$ cat src/rtl/dmem_pkg.sv
// dmem_pkg: shared types and constants for the data-memory arbiter.
package dmem_pkg;
    typedef enum logic {ARB_CPU, ARB_FORCE} arb_state_t;
    localparam logic [1:0]  AC_BYTE     = 2'b00;
    localparam logic [1:0]  AC_HALF     = 2'b01;
    localparam logic [1:0]  AC_WORD     = 2'b10;
    localparam int          AC_ZEXT_BIT = 2;
    localparam logic [16:0] MEM_TOP     = 17'h1FFFF;
endpackage

$ cat src/rtl/dmem_range_check.sv
// dmem_range_check: flags accesses outside the implemented memory or with an illegal size.
module dmem_range_check
    import dmem_pkg::*;
#(
    parameter int DATA_WIDTH = 32,
    parameter int ADDR_BITS  = 17
) (
    input  logic [DATA_WIDTH-1:0] addr,
    input  logic [1:0]            ctrl,
    output logic                  fault
);
    localparam logic [ADDR_BITS:0] HALF_EXT = (ADDR_BITS+1)'(1);
    localparam logic [ADDR_BITS:0] WORD_EXT = (ADDR_BITS+1)'(3);
    logic [ADDR_BITS:0] last;
    // The carry out of the last-byte address means the access wraps past the top.
    always_comb begin
        last  = {1'b0, addr[ADDR_BITS-1:0]} + (ctrl == AC_BYTE ? '0 : ctrl == AC_HALF ? HALF_EXT : WORD_EXT);
        fault = (|addr[DATA_WIDTH-1:ADDR_BITS]) | (ctrl == 2'b11) | last[ADDR_BITS];
    end
endmodule

$ cat src/rtl/dmem_arbiter.sv
// dmem_arbiter: shares data_mem between the CPU MEM stage (priority) and the loader,
// with a bounded starvation counter that forces an occasional loader grant.
module dmem_arbiter
    import dmem_pkg::*;
#(
    parameter int DATA_WIDTH   = 32,
    parameter int ADDR_BITS    = 17,
    parameter int STARVE_LIMIT = 4
) (
    input  logic                  clk,
    input  logic                  rst_n,
    input  logic                  cpu_req,
    input  logic                  cpu_we,
    input  logic [DATA_WIDTH-1:0] cpu_addr,
    input  logic [2:0]            cpu_ctrl,
    input  logic [DATA_WIDTH-1:0] cpu_wd,
    output logic [DATA_WIDTH-1:0] cpu_rd,
    output logic                  cpu_stall,
    input  logic                  ld_valid,
    output logic                  ld_ready,
    input  logic                  ld_we,
    input  logic [DATA_WIDTH-1:0] ld_addr,
    input  logic [2:0]            ld_ctrl,
    input  logic [DATA_WIDTH-1:0] ld_wd,
    output logic [DATA_WIDTH-1:0] ld_rd,
    output logic                  ld_rd_valid,
    output logic                  ld_err,
    output logic [DATA_WIDTH-1:0] mem_a,
    output logic                  mem_we,
    output logic [2:0]            mem_ctrl,
    output logic [DATA_WIDTH-1:0] mem_wd,
    input  logic [DATA_WIDTH-1:0] mem_rd
);
    localparam int CW = $clog2(STARVE_LIMIT + 1);
    localparam logic [CW-1:0] LIMIT = CW'(STARVE_LIMIT);

    arb_state_t            state_q, state_d;
    logic [CW-1:0]         starve_cnt_q, starve_cnt_d;
    logic [DATA_WIDTH-1:0] ld_rd_q, ld_rd_d;
    logic                  ld_rd_valid_q, ld_rd_valid_d;
    logic                  ld_err_q, ld_err_d;
    logic                  cpu_grant, ld_grant, ld_acc, ld_fault;

    dmem_range_check #(.DATA_WIDTH(DATA_WIDTH), .ADDR_BITS(ADDR_BITS)) u_range (
        .addr  (ld_addr),
        .ctrl  (ld_ctrl[1:0]),
        .fault (ld_fault)
    );

    always_comb begin
        ld_grant      = ld_valid & ((state_q == ARB_FORCE) | ~cpu_req);
        cpu_grant     = cpu_req & ~ld_grant;
        ld_acc        = rst_n & ld_grant;
        ld_ready      = ld_acc;
        cpu_stall     = rst_n & cpu_req & ~cpu_grant;
        cpu_rd        = mem_rd;
        mem_a         = ld_grant ? ld_addr : cpu_addr;
        mem_ctrl      = ld_grant ? ld_ctrl : cpu_ctrl;
        mem_wd        = ld_grant ? ld_wd : cpu_wd;
        mem_we        = rst_n & (ld_grant ? ld_we & ~ld_fault : cpu_grant & cpu_we);
        starve_cnt_d  = (state_q == ARB_FORCE || !ld_valid || ld_grant) ? '0 :
                        (starve_cnt_q == LIMIT) ? starve_cnt_q : starve_cnt_q + 1'b1;
        state_d       = (state_q == ARB_CPU && starve_cnt_d == LIMIT) ? ARB_FORCE : ARB_CPU;
        ld_rd_valid_d = ld_acc & ~ld_we & ~ld_fault;
        ld_err_d      = ld_acc & ld_fault;
        ld_rd_d       = ld_rd_valid_d ? mem_rd : ld_rd_q;
    end

    always_ff @(posedge clk or negedge rst_n) begin
        if (!rst_n) begin
            state_q       <= ARB_CPU;
            starve_cnt_q  <= '0;
            ld_rd_q       <= '0;
            ld_rd_valid_q <= 1'b0;
            ld_err_q      <= 1'b0;
        end else begin
            state_q       <= state_d;
            starve_cnt_q  <= starve_cnt_d;
            ld_rd_q       <= ld_rd_d;
            ld_rd_valid_q <= ld_rd_valid_d;
            ld_err_q      <= ld_err_d;
        end
    end

    assign ld_rd       = ld_rd_q;
    assign ld_rd_valid = ld_rd_valid_q;
    assign ld_err      = ld_err_q;
endmodule

$ cat config.mk
export PLATFORM = sky130hd
export DESIGN_NAME = dmem_arbiter
export DESIGN_NICKNAME = d
export VERILOG_FILES = /design/src/rtl/dmem_pkg.sv /design/src/rtl/dmem_range_check.sv /design/src/rtl/dmem_arbiter.sv
export SDC_FILE = /design/constraint.sdc
export NUM_CORES = 1
export LEC_CHECK = 0
export ABC_AREA = 1
export BUFFER_PORTS_ARGS = -buffer_cell sky130_fd_sc_hd__buf_2
export CAP_MARGIN = 15
export CORE_AREA = 5 5 117 119
export CTS_CLUSTER_DIAMETER = 60
export DETAILED_ROUTE_END_ITERATION = 6
export DIE_AREA = 0 0 122 124
export GPL_TIMING_DRIVEN = 0
export PLACE_DENSITY = 0.56
export SYNTH_ARGS = -nofsm -noshare
export SYNTH_HDL_FRONTEND = slang
export SYNTH_SLANG_ARGS = --single-unit
$ cat constraint.sdc
create_clock -name clk -period 3.3 [get_ports clk]
set_clock_uncertainty 0.1 [all_clocks]
set_input_delay 0.165 -clock clk [delete_from_list [all_inputs] [get_ports clk]]
set_output_delay 0.165 -clock clk [all_outputs]
set_load 0.005 [all_outputs]
Yosys cells after proc, flatten, opt, wreduce, memory -nomap -nowiden
Index checks and enable logic that the tools add are counted.

Register bits: 38. Bits in latches: 0. RAM bits: 0. Bits in read-only memories: 0. Output and inout bits: 136. Logic and storage cells: 46. Memories kept: 0.

Add/sub/neg operators: 2. Multiply operators: 0. Div/mod/pow operators: 0. Magnitude comparators: 0. Equal/unequal tests: 4. Shifts and indexed selects: 0. Multiplexer cells: 9. Bitwise gates (word level): 20. Reduce and logical (&&, ||, !) cells: 6.

Operators by type and width (count): 32-bit two-way mux (2); 17-bit by 18-bit adder with 18-bit output (1); 18-bit two-way mux (1); 15-bit OR reduction (1); 1-bit AND (11); 3-bit two-way mux (3); 3-bit == test (second input constant) (2); 1-bit inverter (6); 3-bit by 1-bit adder with 3-bit output (second input constant) (1); 1-bit bitwise OR (3); 2-bit by 1-bit == test with 1-bit output (second input constant) (1); 2-bit == test (second input constant) (1); 2-bit logical NOT (1); 1-bit logical OR (2); 1-bit two-way mux (2); 2-bit two-way mux (1); 1-bit logical AND (1); 1-bit logical NOT (1).

Longest topological paths before layout
Gate-level depths: netlist (run 1).

Word-level depth: 9. Mapped depth: 10. Depth with buffers taken out: 9.

Cells and area by module
A second synthesis (run 1) with hierarchy kept.

Cells, all modules: 473. Area total of the unflattened synthesis: 2874.0 um^2.

By module, submodules not included: dmem_arbiter (times used 1, cells an instance 435, area an instance 2703.8 um^2, sequential area each 950.9 um^2); dmem_range_check (times used 1, cells an instance 38, area an instance 170.2 um^2, sequential area each 0.0 um^2).

Worst setup path after synthesis (run 1)
No wires, ideal clock.

Kind: input -> register. Start: in ld_ctrl[1]. End: reg ld_rd_q[10] (netlist: ld_rd[10]). Setup time: 0.117 ns. Data arrival time: 1.218 ns. Data required time: 3.083 ns. Path slack: 1.865 ns. Stages: 8. Buffers on the path: 2. Cells stage by stage: clkbuf_1 ha_1 nand2_1 o21bai_1 nand3_2 clkbuf_1 nand4_1 nand2_1.

Word-level cells in the longest chain between the ends: 7. Elaborated cells between the ends (all ways): 10.

Ends and longest elaborated chain: from (decl) (RTL line dmem_arbiter.sv:23) `input logic [2:0] ld_ctrl,`; 2-bit by 1-bit == test with 1-bit output (RTL line dmem_range_check.sv:17) `last = {1'b0, addr[ADDR_BITS-1:0]} + (ctrl == AC_BYTE ? '0 : ctrl == AC_HALF ? HALF_EXT : WORD_EXT);`; 2-bit two-way mux (RTL line dmem_range_check.sv:17); 18-bit two-way mux (RTL line dmem_range_check.sv:17); 17-bit by 18-bit adder with 18-bit output (RTL line dmem_range_check.sv:17); 1-bit bitwise OR (*) (RTL line dmem_range_check.sv:18) `fault = (|addr[DATA_WIDTH-1:ADDR_BITS]) | (ctrl == 2'b11) | last[ADDR_BITS];`; 1-bit inverter (*) (RTL line dmem_arbiter.sv:64) `ld_rd_valid_d = ld_acc & ~ld_we & ~ld_fault;`; 1-bit AND (*) (RTL line dmem_arbiter.sv:64); to (signal assigned) (RTL line dmem_arbiter.sv:79) `ld_rd_q <= ld_rd_d;`; to (decl) (RTL line dmem_arbiter.sv:39) `logic [DATA_WIDTH-1:0] ld_rd_q, ld_rd_d;`.

Every way passes the cells marked *; elsewhere a longest branch is shown, timed or not. A chain may end at the register's enable or synchronous reset.

Final worst setup path (run 1)
Start: in rst_n. End: reg ld_rd_q[9] (netlist: ld_rd[9]).

Word-level cells in the longest chain between the ends: 3.

Ends and longest elaborated chain: from (decl) (RTL line dmem_arbiter.sv:11) `input logic rst_n,`; 1-bit AND (RTL line dmem_arbiter.sv:53) `ld_acc = rst_n & ld_grant;`; 1-bit AND (2 in a row) (RTL line dmem_arbiter.sv:64).

No other way between the ends.

==> metrics.md, run 1 <==
| Metric | Value |
|---|---|
| Synth Flop Type | dfrtp_1 |
| RSZ-0062 raised after global routing | no |
| CTS clock-pin slew for the worst setup and hold paths | 60 ps |
| Post-synth top cells | nand2_1 (267), dfrtp_1 (38), buf_4 (35) |
| Root buf cell | clkbuf_16 |
| Drt first pass iters | 4 |
| Initial Util | 0.232 |
| Outcome | complete, no violations |
| Reg-to-Reg End | ld_rd[9] |
| Worst Tran Pin Value | 897 ps |
| Area after DPL | 4650 sq um |
| Worst Hold Launch | mem_rd[3] |
| Total clock sinks | 38 |
| Crit. Startpoint | rst_n |
| Peak VDD IR | 0.178 mV |
| Sequential share of the synthesized area | 0.328 |
| DRT antenna net count | 0 |
| Final setup viols | 0 |
| Yosys warnings | 0 |
| Hold EP | ld_rd[3] |
| LEAKAGE | 3.17 nW |
| Hold Fails Final Rpt | 0 |
| DPL Wire Length | 10,700 microns |
| N_diodes | 0 |
| Post-Route WL | 12,600 microns |
| Final Cell Area | 4810 sq um |
| Fin nets | 949 |
| Syn_nets | 634 |
| Area of the die | 15,100 sq um |
| Largest net degree at the start of global routing | 41 |
| Share of cells above drive strength 1 | 0.477 |
| Gpl congestion | 0.924 |
| Syn Std Cell Area | 2900 sq um |
| PwrDens | 275 nW/um^2 |
| Syn_area_per_cell | 6.31 sq um |
| Worst-case reg-to-reg path depth | 10 |
| Crit-path leading delay family | buffers and inverters |
| WS Path Type | input pin to flop |
| Tot GR Track Use | 0.156 |
| Hold depth | 3 |
| Core Region | 12,500 sq um |
| Dominant cell type by count on the critical path | nand2_1 |
| CP endpoint kind | flop |
| Residual DRC | 0 |
| CTS tree | done |
| Num rows | 41 |
| Met1 Track Usage GR | 0.195 |
| Syn Inst Count | 459 |
| Die span in x | 122 microns |
| Dominant cells by area after synthesis | nand2_1 (35%), dfrtp_1 (33%), buf_4 (9.1%), nand4_1 (7.3%), inv_1 (2.6%) |
| CP Data Required Time | 3360 ps |
| H-tree Lvls | 2 |
| GR Util met3 | 0.0359 |
| Worst r2r src | state_q |
| GR peak layer | met2 |
| Pwr Total | 0.00132 W |
| Worst path slowest cell | buf_2 |
| Fin util | 0.386 |
| Number of enable flip-flop cells after synthesis | 0 |
| Initial antenna violation count | 0 |
| Final min period | 2360 ps |
| CP Launch Type | input pin |
| Longest Clk Path Bufs | 2 |
| Layout fillers | 1,409 |
| Skew-Pair Late Insertion Delay | 270 ps |
| First-pass GRT wire length | 18,900 microns |
| Setup TNS | 0 ps |
| CTS Buf Count | 5 |
| Iteration-0 DRC Markers | 157 |
| Peak fanout along the critical path | 40 |
| Slew HR | 0.402 |
| Met2 usage | 0.280 |
| I/O pin count | 308 |
| Routed len/inst | 13.3 microns |
| Maxcap violations | 0 |
| Largest stage delay, worst path | 690 ps |
| Synth async-reset ratio | 1.00 |
| Vias per cell | 4.10 |
| Largest area contributor in the netlist | nand2_1 |
| Critical Path AT | 2410 ps |
| Min-Delay Path Class | input pin to flop |
| Seq cells post-synth | 38 |
| Syn-to-layout area delta | 66.0% |
| I/O Buffers | 307 |
| Synth top area share | 0.346 |
| Distinct cells, synth | 23 |
| Via Count | 3,887 |
| Grt total ovfl | 0 |
| DIE HEIGHT | 124 microns |
| Cell chain of the critical path | dlygate4sd3_1 -> buf_2 -> inv_1 -> nor2_4 -> inv_2 -> nor2_8 -> nand3_4 -> buf_6 -> nand2_1 -> nand2_1 |
| Slew Limit Fails | 0 |
| Final Cycle Share | 0.714 |
| Reg-to-reg slack, setup | 1730 ps |
| Fmax | 0.425 GHz |
| Top-count cell post-synth | nand2_1 |
| Vias in the first global route | 3,767 |
| Buf+Inv Stages, Crit Path | 5 |
-- per-stage QoR --
step           instances  setup slack, ps  hold slack, ps
4_1_cts              947              858            52.7
3_5_place_dp         938             1120             238
2_1_floorplan        459             1860            -231
5_1_grt              947              587            65.0
3_3_place_gp         938             1130             239
6_report             947              945            52.9
-- logic make-up (layout without fill, tap and decap cells) --
kind of cell | after synthesis | after routing | share of synthesized area
buffers and inverters | 81 | 397 | 0.162
flip-flops | 38 | 38 | 0.328
AND/OR/NAND/NOR | 320 | 320 | 0.465
adder cells (fa/ha/maj) | 3 | 3 | 0.0130
XOR/XNOR | 1 | 1 | 0.00302
AO/OA/AOI/OAI | 16 | 16 | 0.0285
-- sequential cells by signal, summed over array words and instances (netlist names) --
register,flops
ld_err,1
ld_rd_valid,1
starve_cnt_q,3
ld_rd,32
state_q,1
-- layer usage --
| layer | vias to the layer above | wire, microns |
|---|---|---|
| met5 | - | 0 |
| met4 | 0 | 151 |
| met3 | 12 | 991 |
| met2 | 155 | 6270 |
| met1 | 1684 | 5150 |
| li1 | 2036 | - |
-- cells in the final DEF, fill, tap and decap left out, types with 3 or more instances in the layout --
cell,instances
nor2_1,7
buf_4,35
a21oi_1,4
buf_2,316
nand4_1,34
inv_1,20
o21ai_0,11
nand2_1,267
buf_6,3
clkbuf_1,9
clkbuf_16,5
ha_1,3
buf_1,3
dfrtp_1,38
nand3_1,4
-- worst reg2reg max path, delay by kind of cell, from the launching register on --
kind / cells / cell delay (ps)
flip-flops: 1 / 320
buffers and inverters: 3 / 310
AND/OR/NAND/NOR: 7 / 730
-- report_power, final --
part           switching (W)  leakage, nW  internal (W)  total (W)
clock network       0.000177       0.0729      0.000299   0.000475
registers         0.00000120        0.530      0.000468   0.000469
logic               0.000181         2.57      0.000195   0.000376
-- area by class of cell --
| class | count | area, sq um | share of cell area |
|---|---|---|---|
| repair buffers | 308 | 1550 | 0.322 |
| well taps | 172 | 215 | 0.0447 |
| inverters | 22 | 82.6 | 0.0172 |
| clock buffers | 6 | 139 | 0.0289 |
| flip-flops and latches | 38 | 951 | 0.198 |
| multi-input cells | 340 | 1480 | 0.307 |
| clock inverters | 2 | 12.5 | 0.00260 |
| plain buffers | 59 | 387 | 0.0804 |
-- timing repair --
item | 4_1_cts | 5_1_grt
resized for setup | 0 | 0
setup buffers | 0 | 0
endpoints found under the setup margin | 0 | 0
hold buffers | 1 | 0
endpoints found under the hold margin | 38 | 0
-- worst max path at each step --
stage	endpoint	depth (start not counted)
after global routing	ld_rd[9]	10
after detailed placement	ld_rd[6]	9
after floorplan	ld_rd[10]	8
final	ld_rd[9]	10
after global placement	ld_rd[8]	9
after CTS	ld_rd[9]	10
(Power assumes the default switching activity.)
==> run 2, diff against run 1 <==
Settings changed: PLACE_DENSITY 0.56 to 0.58.
Clock period 3.3 ns to 1.9 ns, I/O delays scaled along.
==> metrics.md, run 2 (synthesis results as in run 1) <==
| Metric | Value |
|---|---|
| Outcome | complete, no violations |
| Reg-to-reg slack, setup | 230 ps (-1500 ps) |
| Skew-Pair Late Insertion Delay | 270 ps (about the same) |
| Most frequent cells in the layout | buf_2 (310), nand2_1 (267), buf_4 (40) |
| Area of the die | 15,100 sq um (unchanged) |
| Min-Delay Path Class | input pin to flop |
| RSZ-0062 raised after global routing | yes |
| CP endpoint kind | primary output |
| Worst Tran Pin Value | 433 ps (-464 ps) |
| DRT antenna net count | 0 (unchanged) |
| Total clock sinks | 38 (unchanged) |
| DIE HEIGHT | 124 microns (unchanged) |
| Longest Clk Path Bufs | 2 (unchanged) |
| Initial Util | 0.232 (unchanged) |
| Commonest non-fill, non-tap cell in the layout | buf_2 |
| Peak fanout along the critical path | 10 (-75%) |
| Dpl cells | 938 (unchanged) |
| Share of cells above drive strength 1 | 0.477 (-0.000515) |
| Final setup viols | 0 (unchanged) |
| CTS clock-pin slew for the worst setup and hold paths | 50 ps (about the same) |
| Post-Route WL | 13,100 microns (+4.2%) |
| Routed len/inst | 13.4 microns (+1.3%) |
| CP Data Required Time | 1700 ps (-1660 ps) |
| Iteration-0 DRC Markers | 198 (+26%) |
| Critical Path AT | 1580 ps (-830 ps) |
| Drt first pass iters | 4 (unchanged) |
| H-tree Lvls | 2 (unchanged) |
| Final Cycle Share | 0.932 |
| Root buf cell | clkbuf_16 |
| Final min period | 1770 ps |
| CP Launch Type | flop |
| Worst Hold Launch | mem_rd[14] |
| PwrDens | 461 nW/um^2 (+68%) |
| Num rows | 41 (unchanged) |
| Fmax | 0.565 GHz |
| Vias per cell | 4.11 (+0.13%) |
| Slew HR | 0.711 (+0.309) |
| Grt total ovfl | 0 (unchanged) |
| Fin nets | 975 (+2.7%) |
| I/O pin count | 308 (unchanged) |
| Syn-to-layout area delta | 77.1% |
| DPL Wire Length | 10,700 microns (-0.43%) |
| First-pass GRT wire length | 19,300 microns (+2.0%) |
| DP Worst Slack | -216 ps (-1330 ps) |
| Layout fillers | 1,404 (-0.35%) |
| Vias in the first global route | 3,781 (+0.37%) |
| Die span in x | 122 microns (unchanged) |
| Slew Limit Fails | 0 (unchanged) |
| Number of flip-flops in the largest register | 32 (unchanged) |
| Core Region | 12,500 sq um (unchanged) |
| Final setup margin | 130 ps (-815 ps) |
| Gpl congestion | 0.870 (-5.8%) |
| Largest net degree at the start of global routing | 41 (unchanged) |
| LEAKAGE | 3.32 nW (+4.8%) |
| Hold EP | ld_rd[14] |
| Via Count | 4,003 (+3.0%) |
| Worst-case reg-to-reg path depth | 11 (+1) |
| WS Path Type | flop to primary output |
| Residual DRC | 0 (unchanged) |
| Tot GR Track Use | 0.160 (+0.00350) |
| CTS tree | done |
| Hold depth | 3 (unchanged) |
| Worst r2r src | state_q |
| I/O Buffers | 307 (unchanged) |
| CTS Buf Count | 5 (unchanged) |
| Maxcap violations | 0 (unchanged) |
| Peak VDD IR | 0.311 mV (+75%) |
| Hold Fails Final Rpt | 0 (unchanged) |
| Initial antenna violation count | 1 (+1) |
| Reg-to-Reg End | ld_rd[21] |
| Finished Layout Cells | 974 (+2.9%) |
run 2: layout make-up:
cell class                 instances  area (sq um)  share of cell area
buffer                            59           423              0.0825
antenna                            1          2.50            0.000488
clock inverter                     2          12.5             0.00244
sequential                        38           951               0.185
timing repair buffer             334          1820               0.355
multi-input combinational        340          1480               0.289
inverter                          22          82.6              0.0161
clock buffer                       6           139              0.0271
tap                              172           215              0.0420
run 2: power by group:
group | switching [W] | internal [W] | leakage [nW]
Sequential | 0.00000209 | 0.000812 | 0.530
Clock | 0.000310 | 0.000519 | 0.0729
Combinational | 0.000332 | 0.000387 | 2.72
run 2: metrics by stage:
step | hold WS [ps] | instance area (sq um) | setup TNS, ps | total power (W) | util
6_report | 2.74 | 5130 | 0 | 0.00236 | 0.411
5_1_grt | 1.41 | 5130 | 0 | 0.00250 | 0.411
4_1_cts | -125 | 5040 | 0 | 0.00237 | 0.404
3_5_place_dp | 171 | 4650 | -6230 | 0.00149 | 0.373
3_3_place_gp | 171 | 4650 | -6410 | 0.00149 | 0.373
2_1_floorplan | -301 | 2900 | 0 | 0.00108 | -
run 2: critical path, stage by stage, from the launching register on:
cell and delay, ps:
dfrtp_1 360, inv_1 70, nand2_1 80, nand2_4 110
buf_4 180, clkbuf_4 220, nand2_1 60, nand2_1 80
buf_2 120
run 2: how the worst max path moves through the flow:
stage / cells after the start / endpoint / start
final: 8 / mem_wd[21] / state_q
after global routing: 8 / mem_a[0] / state_q
after CTS: 9 / mem_wd[20] / state_q
after detailed placement: 9 / ld_rd[21] / rst_n
after global placement: 9 / ld_rd[21] / rst_n
after floorplan: 10 / ld_rd[10] / state_q
run 2: per-layer routing:
layer / track usage / part of all wire
met5: 0 / 0
met3: 0.0322 / 0.068
met4: 0.0455 / 0.020
met2: 0.277 / 0.50
met1: 0.201 / 0.42
run 2: what timing repair did:
item	4_1_cts	5_1_grt
endpoints found under the setup margin	27	91
hold buffers	23	2
endpoints found under the hold margin	61	38
pin swaps	0	1
buffers inserted	0	2
gates cloned	0	0
gates resized for setup	4	23
==> run 3, diff against run 2 <==
Settings changed: HOLD_SLACK_MARGIN set to 0.08.
==> metrics.md, run 3 (synthesis results as in run 1) <==
| Metric | Value |
|---|---|
| Worst path slowest cell | dfrtp_1 |
| Final min period | 1750 ps (-15.9 ps) |
| CP Data Required Time | 1700 ps (about the same) |
| Area of the die | 15,100 sq um (unchanged) |
| Critical Path Sink | mem_wd[21] |
| DIE HEIGHT | 124 microns (unchanged) |
| Worst r2r src | state_q |
| CP Launch Type | flop |
| I/O pin count | 308 (unchanged) |
| Worst Tran Pin Value | 432 ps (-1.20 ps) |
| Hold Fails Final Rpt | 0 (unchanged) |
| Post-CTS setup repair buffer count | 0 (unchanged) |
| Total clock sinks | 38 (unchanged) |
| Final Cycle Share | 0.923 (-0.00838) |
| CTS Buf Count | 5 (unchanged) |
| Commonest non-fill, non-tap cell in the layout | buf_2 |
| LEAKAGE | 3.36 nW (+1.1%) |
| H-tree Lvls | 2 (unchanged) |
| PwrDens | 455 nW/um^2 (-1.2%) |
| Slew HR | 0.712 (+0.000797) |
| First-pass GRT wire length | 19,800 microns (+2.5%) |
| Initial antenna violation count | 1 (unchanged) |
| Fmax | 0.570 GHz (+0.91%) |
| Slew Limit Fails | 0 (unchanged) |
| Largest stage delay, worst path | 360 ps (about the same) |
| Vias per cell | 4.10 (-0.15%) |
| DRT antenna net count | 0 (unchanged) |
| Largest net degree at the start of global routing | 41 (unchanged) |
| Vias in the first global route | 3,902 (+3.2%) |
| Via Count | 4,034 (+0.77%) |
| Dominant cell type by count on the critical path | nand2_1 |
| Root buf cell | clkbuf_16 |
| CTS clock-pin slew for the worst setup and hold paths | 60 ps (about the same) |
| Most frequent cells in the layout | buf_2 (309), nand2_1 (267), buf_4 (39) |
| Fin nets | 984 (+0.92%) |
| Gpl congestion | 0.870 (unchanged) |
| Num rows | 41 (unchanged) |
| Drt first pass iters | 4 (unchanged) |
| Longest Clk Path Bufs | 2 (unchanged) |
| CP endpoint kind | primary output |
| Die span in x | 122 microns (unchanged) |
| Number of flip-flops in the largest register | 32 (unchanged) |
| Routed len/inst | 13.5 microns (+0.75%) |
| Final setup viols | 0 (unchanged) |
| Syn-to-layout area delta | 80.3% |
| Post-Route WL | 13,300 microns (+1.7%) |
| Skew-Pair Late Insertion Delay | 270 ps (about the same) |
| Hold Slack | 93.3 ps (+90.6 ps) |
| Residual DRC | 0 (unchanged) |
| Iteration-0 DRC Markers | 185 (-6.6%) |
| RSZ-0062 raised after global routing | no |
| Cell chain of the critical path | inv_1 -> nand2_1 -> nand2_4 -> buf_4 -> buf_4 -> nand2_1 -> nand2_1 -> buf_2 |
| Peak VDD IR | 0.310 mV (-0.32%) |
| Initial Util | 0.232 (unchanged) |
| Multi-input logic area | 1480 sq um (unchanged) |
| Min-Delay Path Class | input pin to flop |
| Pwr Total | 0.00238 W (+0.62%) |
| Grt total ovfl | 0 (unchanged) |
| CTS tree | done |
| WS Path Type | flop to primary output |
| Worst-case reg-to-reg path depth | 10 (-1) |
| Share of cells above drive strength 1 | 0.469 (-0.00777) |
| Reg-to-reg slack, setup | 350 ps (+120 ps) |
| Crit. Startpoint | state_q |
| Reg-to-Reg End | ld_rd[21] |
| Core Region | 12,500 sq um (unchanged) |
| Critical Path AT | 1560 ps (-20 ps) |
| Maxcap violations | 0 (unchanged) |
| I/O Buffers | 307 (unchanged) |
| Peak fanout along the critical path | 10 (unchanged) |
| Outcome | complete, no violations |
| Register area | 951 sq um (unchanged) |
| DPL Wire Length | 10,700 microns (unchanged) |
| Layout fillers | 1,386 (-1.3%) |
| Tot GR Track Use | 0.164 (+0.00394) |
run 3: repair_timing:
item | 4_1_cts | 5_1_grt
hold buffers | 34 | 2
gates resized for setup | 4 | 23
hold endpoints to repair | 71 | 38
gates cloned | 0 | 0
pin swaps | 0 | 0
endpoints found under the setup margin | 27 | 91
run 3: routing by layer:
layer,GRT usage,share of wire
met3,0.0332,0.068
met1,0.203,0.41
met4,0.0504,0.022
met2,0.286,0.50
met5,0,0
run 3: cell type report:
| cell class | count | area share |
|---|---|---|
| Buffer | 59 | 0.0810 |
| Clock buffer | 6 | 0.0266 |
| Antenna cell | 1 | 0.000479 |
| Timing Repair Buffer | 343 | 0.367 |
| Tap cell | 172 | 0.0412 |
| Sequential cell | 38 | 0.182 |
| Multi-Input combinational cell | 340 | 0.284 |
| Clock inverter | 2 | 0.00240 |
| Inverter | 22 | 0.0158 |
run 3: how the worst min path moves through the flow:
stage               depth (start not counted)   endpoint  start
finish                                      4  ld_rd[15]  ld_we
global route                                4  ld_rd[15]  ld_we
CTS                                         1   ld_rd[3]  rst_n
detailed placement                          1   ld_rd[3]  rst_n
global placement                            1   ld_rd[3]  rst_n
floorplan                                   0     ld_err  rst_n
run 3: power breakdown:
| group | switching [W] | internal [W] |
|---|---|---|
| clock | 0.000308 | 0.000519 |
| sequential | 0.00000209 | 0.000813 |
| combinational | 0.000336 | 0.000400 |
run 3: per-stage QoR:
step,TNS [ps],utilization,cells,worst slack (ps),cell area [sq um]
floorplan,0,-,459,529,2900
global placement,-6410,0.373,938,-216,4650
detailed placement,-6230,0.373,938,-216,4650
CTS,0,0.413,980,23.1,5150
global route,0,0.419,983,13.3,5220
finish,0,0.419,983,146,5220
run 3: worst max-delay path: cells and delay by family, from the launching register on:
family	cells	cell delay, ps
buffers and inverters	4	580
flip-flops	1	360
AND/OR/NAND/NOR	4	340
